--- config.mk ---
export PLATFORM = sky130hd
export DESIGN_NAME = chk_fifo
export DESIGN_NICKNAME = d
export VERILOG_FILES = /design/src/rtl/chk_fifo.sv
export SDC_FILE = /design/constraint.sdc
export NUM_CORES = 1
export LEC_CHECK = 0
export ABC_AREA = 1
export BUFFER_PORTS_ARGS = -buffer_cell sky130_fd_sc_hd__clkbuf_2
export CAP_MARGIN = 30
export CORE_MARGIN = 10
export CORE_UTILIZATION = 28
export CTS_CLUSTER_DIAMETER = 120
export DETAILED_ROUTE_END_ITERATION = 12
export GPL_ROUTABILITY_DRIVEN = 0
export PLACE_DENSITY = 0.41
export SLEW_MARGIN = 15
export SYNTH_ARGS = -nofsm -noshare
export SYNTH_HDL_FRONTEND = slang
export SYNTH_SLANG_ARGS = --single-unit
--- constraint.sdc ---
create_clock -name clk -period 1.35 [get_ports clk]
set_input_delay 0.0675 -clock clk [delete_from_list [all_inputs] [get_ports clk]]
set_output_delay 0.0675 -clock clk [all_outputs]
set_load 0.01 [all_outputs]
--- src/rtl/chk_fifo.sv ---
// Synchronous show-ahead FIFO holding expected adder results, no bypass.
module chk_fifo #(
    parameter int W     = 6,
    parameter int DEPTH = 4
) (
    input  logic         clk,
    input  logic         rst,
    input  logic         i_wr_en,
    input  logic [W-1:0] i_wr_data,
    input  logic         i_rd_en,
    output logic [W-1:0] o_rd_data,
    output logic         o_full,
    output logic         o_empty
);

    localparam int AW = $clog2(DEPTH);

    logic [W-1:0] r_mem [DEPTH];
    logic [AW:0]  r_wr_ptr;
    logic [AW:0]  r_rd_ptr;

    // NOTE: storage has no reset; the pointers alone define which entries are valid.
    always_ff @(posedge clk) begin
        if (i_wr_en) begin
            r_mem[r_wr_ptr[AW-1:0]] <= i_wr_data;
        end
    end

    // NOTE: state registers use non-blocking assignment so all flops update together.
    always_ff @(posedge clk or posedge rst) begin
        if (rst) begin
            r_wr_ptr <= '0;
            r_rd_ptr <= '0;
        end else begin
            if (i_wr_en) r_wr_ptr <= r_wr_ptr + 1'b1;
            if (i_rd_en) r_rd_ptr <= r_rd_ptr + 1'b1;
        end
    end

    // Extra pointer MSB distinguishes full from empty when the indices coincide.
    assign o_empty   = (r_wr_ptr == r_rd_ptr);
    assign o_full    = (r_wr_ptr[AW] != r_rd_ptr[AW]) &&
                       (r_wr_ptr[AW-1:0] == r_rd_ptr[AW-1:0]);
    assign o_rd_data = r_mem[r_rd_ptr[AW-1:0]];

endmodule

== Word-level counts from Yosys, hierarchy flattened ==
Memories as Yosys holds them, arrays and structs flattened.
Index checks and enable logic that the tools add are counted.
Cells by class
  eq/ne operators: 3
  multiplexer cells: 2
  $add $sub $neg: 2
  reduce and logical (&&, ||, !) cells: 1
Operators with widths (number)
  adder 3 x 1 -> 3 bit, second input constant: 2
  equality test 3 bit: 1
  equality test 2 bit: 1
  2-to-1 mux 1 bit: 2
  logical AND 1 bit: 1
  inequality test 1 bit: 1
Word-level totals
  RAM bits: 24
  memories: 1
  word-level logic and storage cells: 11
  input port bits: 10
  bits in registers: 6
Memory list
  r_mem: depth 4, width 6, rd ports 1, clocked after memory_dff 0, write ports 1, line 18  | logic [W-1:0] r_mem [DEPTH];

== Depth between registers and ports, before layout ==
  depth in word-level cells: 2
  depth in mapped cells: 6
  depth with buffers taken out: 5

== Worst setup path after synthesis ==
No wires, ideal clock.
  path kind: flip-flop to flip-flop
  start point: register r_wr_ptr[0]
  end point: memory r_mem[2][0], enable pin
  buffers on the path: 0
  setup time: 0.314 ns
  stages on the path, launching flop included: 5
  required time: 1.036 ns
  data arrival time: 0.824 ns
  setup slack: 0.212 ns
  cell sequence: dfrtp_1 inv_1 ha_1 nand2_1 inv_1
RTL lines
  from (decl): line 19  | logic [AW:0] r_wr_ptr;
  from (signal assigned): line 35  | if (i_wr_en) r_wr_ptr <= r_wr_ptr + 1'b1;
  to (decl): line 18
No word-level cell before the write port.

== Final worst setup path ==
  start point: register r_rd_ptr[0]
  end point: output port o_rd_data[5]
Between the ends
  word-level cells in the longest chain between the ends: 1
RTL lines
  from (decl): line 20  | logic [AW:0] r_rd_ptr;
  from (signal assigned): line 36  | if (i_rd_en) r_rd_ptr <= r_rd_ptr + 1'b1;
  memory (4 x 6 bit)
  to (decl): line 11  | output logic [W-1:0] o_rd_data,
Every way passes these cells.

==> results.json <==
{
  "outcome": "complete, but fails checks",
  "violations": "negative setup slack",
  "h-tree-depth": 2,
  "powerDensity_nw_per_um2": 2160,
  "drc": 0,
  "timing.final.crit_share": 1.00,
  "ys_seq_elements": 30,
  "synth_compound_area_frac": 0.0750,
  "synthArstFlopShare": 0.200,
  "overflow": 0,
  "placed_area_sq_um": 1490,
  "yosys.cell_types.count": 13,
  "path_class": "reg -> out",
  "n_antenna_cell": 0,
  "setup_viol": 1,
  "start_util": 0.286,
  "num_rows": 25,
  "synth_ff_type": "edfxtp_1",
  "first_pass_iters": 4,
  "cts_tree": "built",
  "slowest_delay_ps": 450,
  "synth_edf_count": 24,
  "clk_path_buf_depth": 2,
  "muxShareOfSynthArea": 0,
  "max_cap_violations": 0,
  "synth_area_sq_um": 1340,
  "wl_per_cell_um": 12.8,
  "grt_max_degree": 22,
  "grt.total_usage": 0.0714,
  "seq_area_frac_synth": 0.652,
  "max-vdd-ir-drop_mv": 0.592,
  "worst_slew_pin_slew_ps": 249,
  "num_io_pins": 18,
  "synth_top_family_by_area": "buffers and inverters",
  "synth_top_cells_by_count": "29 x nand2_1, 24 x edfxtp_1, 21 x inv_1, 12 x o211ai_1, 6 x dfrtp_1",
  "cts_made_buffers": 5,
  "postSynthAreaPerCell_sq_um": 11.8,
  "cts_root_buf": "clkbuf_8",
  "synthSimpleGateAreaFrac": 0.0872,
  "end_kind": "output port",
  "num_vias": 824,
  "hp-class": "in -> reg",
  "drive_gt1_frac": 0.294,
  "synth_nets": 128,
  "grt_pass1_wl_mm": 4.10,
  "slew_headroom": 0.834,
  "final_util": 0.356,
  "viasPerCell": 4.18,
  "port-buffer-count": 17,
  "cts.sinks": 30,
  "cpMaxStageDelayCell": "dfrtp_2",
  "worstPathRequired_ps": 1280,
  "clk_latency_ps": 280,
  "yosysMostFrequentCell": "nand2_1",
  "antenna_left": 0,
  "dieArea_sq_um": 7930,
  "drtIter0Drc": 30,
  "clk_pin_slew_worst_paths_ps": 60,
  "drt-total-wl_mm": 2.52,
  "antenna_found_initial": 0,
  "crit_arrival_ps": 1290,
  "synth_area_leaders": "edfxtp_1 54%, dfrtp_1 11%, nand2_1 8.2%",
  "timing.fmax_mhz": 738,
  "synth_xor_area_frac": 0.0394,
  "period_minus_slack_ps": 1350,
  "rsz0062_at_grt": "yes",
  "syn_inst": 113,
  "synth_fa_ha_area_frac": 0.0469,
  "path_max_fanout": 21,
  "die_x_um": 89.1,
  "worst_slack_ps": -4.41,
  "yosysTopAreaCell": "edfxtp_1",
  "post-dp-hpwl_mm": 1.78,
  "core-area_sq_um": 4660,
  "ys_warn_count": 0,
  "slew_viol_final": 0,
  "die_h_um": 89.1,
  "area_growth_pct": 24.3,
  "path_cells": "buf_12 -> o211ai_1 -> nand2_1 -> clkbuf_2",
  "hold_viol": 0,
  "final_nets": 157,
  "grt_pass1_vias": 830,
  "skew_ps": 2.36,
  "place_ws_ps": 35.0,
  "final_cell_area_sq_um": 1660,
  "synth_top_area_frac": 0.540,
  "p_leak_nw": 0.738,
  "cp-start-kind": "register"
}
-- area by class of cell --
type	count	area [sq um]
sequential	30	873
tap	54	67.6
multi-input combinational	56	342
inverter	22	85.1
clock inverter	3	16.3
clock buffer	5	68.8
fill	467	3000
timing repair buffer	27	206
-- final timing paths --
check | from | end | slack [ps] | cells past startpoint
min in group asynchronous | rst | r_wr_ptr[2] | 230 | 3
worst min-delay path | i_wr_data[3] | r_mem[3][3] | 10 | 1
worst max register to register | r_wr_ptr[1] | r_mem[1][3] | 110 | 4
worst max-delay path | r_rd_ptr[0] | o_rd_data[5] | -4 | 4
worst min register to register | r_wr_ptr[2] | r_wr_ptr[2] | 490 | 1
max in group asynchronous | rst | r_rd_ptr[0] | 910 | 3
-- registers in the layout, summed over array words and instances, names as in the netlist --
name      flops
r_rd_ptr      3
r_wr_ptr      3
r_mem        24
-- placed cells by master, fill, tap and decap left out, types with 2 or more instances in the layout --
cell type	instances
xor2_1	3
nand2_1	25
dlygate4sd3_1	2
dfrtp_2	2
buf_12	3
inv_2	3
nor2_1	2
clkbuf_2	16
ha_1	5
edfxtp_1	24
o211ai_1	12
o21ai_0	2
dfrtp_1	4
inv_1	18
xnor2_1	3
clkbuf_8	5
nand2_2	4
buf_4	4
-- what timing repair did --
action,in CTS,in global routing
pin swaps,2,5
endpoints found under the setup margin,8,22
hold buffers,2,0
buffers inserted,5,0
resized for setup,3,9
endpoints found under the hold margin,7,0
-- worst max-delay path: cells and delay by family (launching register included) --
family	cells	cell delay [ps]
flops	1	450
buf+inv	2	300
compound gates	1	180
simple gates	1	80
-- kinds of logic (layout without fill, tap and decap cells) --
kind of cell             Yosys count  in the layout
buffers and inverters             27             57
XOR/XNOR                           6              6
AND/OR/NAND/NOR                   31             31
adder cells (fa/ha/maj)            5              5
AO/OA/AOI/OAI                     14             14
flip-flops                        30             30
-- metrics by stage --
step	power, W	std cells	setup TNS [ps]	hold WS, ps
floorplan	0.00230	113	0	-142
global placement	0.00268	182	0	-24.3
detailed placement	0.00272	182	0	-26.0
CTS	0.00359	197	-86.6	2.74
global route	0.00389	197	-554	10.5
finish	0.00358	197	-4.41	13.9
-- routing by layer --
layer  wire, um  track usage
met4         63       0.0477
met5          0            0
met3        137       0.0310
met1       1090       0.0788
met2       1220        0.110
-- power breakdown --
part | internal [W] | switching (W) | leakage (nW) | total [W]
registers | 0.00125 | 0.000168 | 0.289 | 0.00142
logic | 0.000690 | 0.000786 | 0.407 | 0.00148
clock network | 0.000352 | 0.000332 | 0.0416 | 0.000683
total | 0.00229 | 0.00128 | 0.738 | 0.00358
Note: power is estimated with default switching activity, not from simulation.
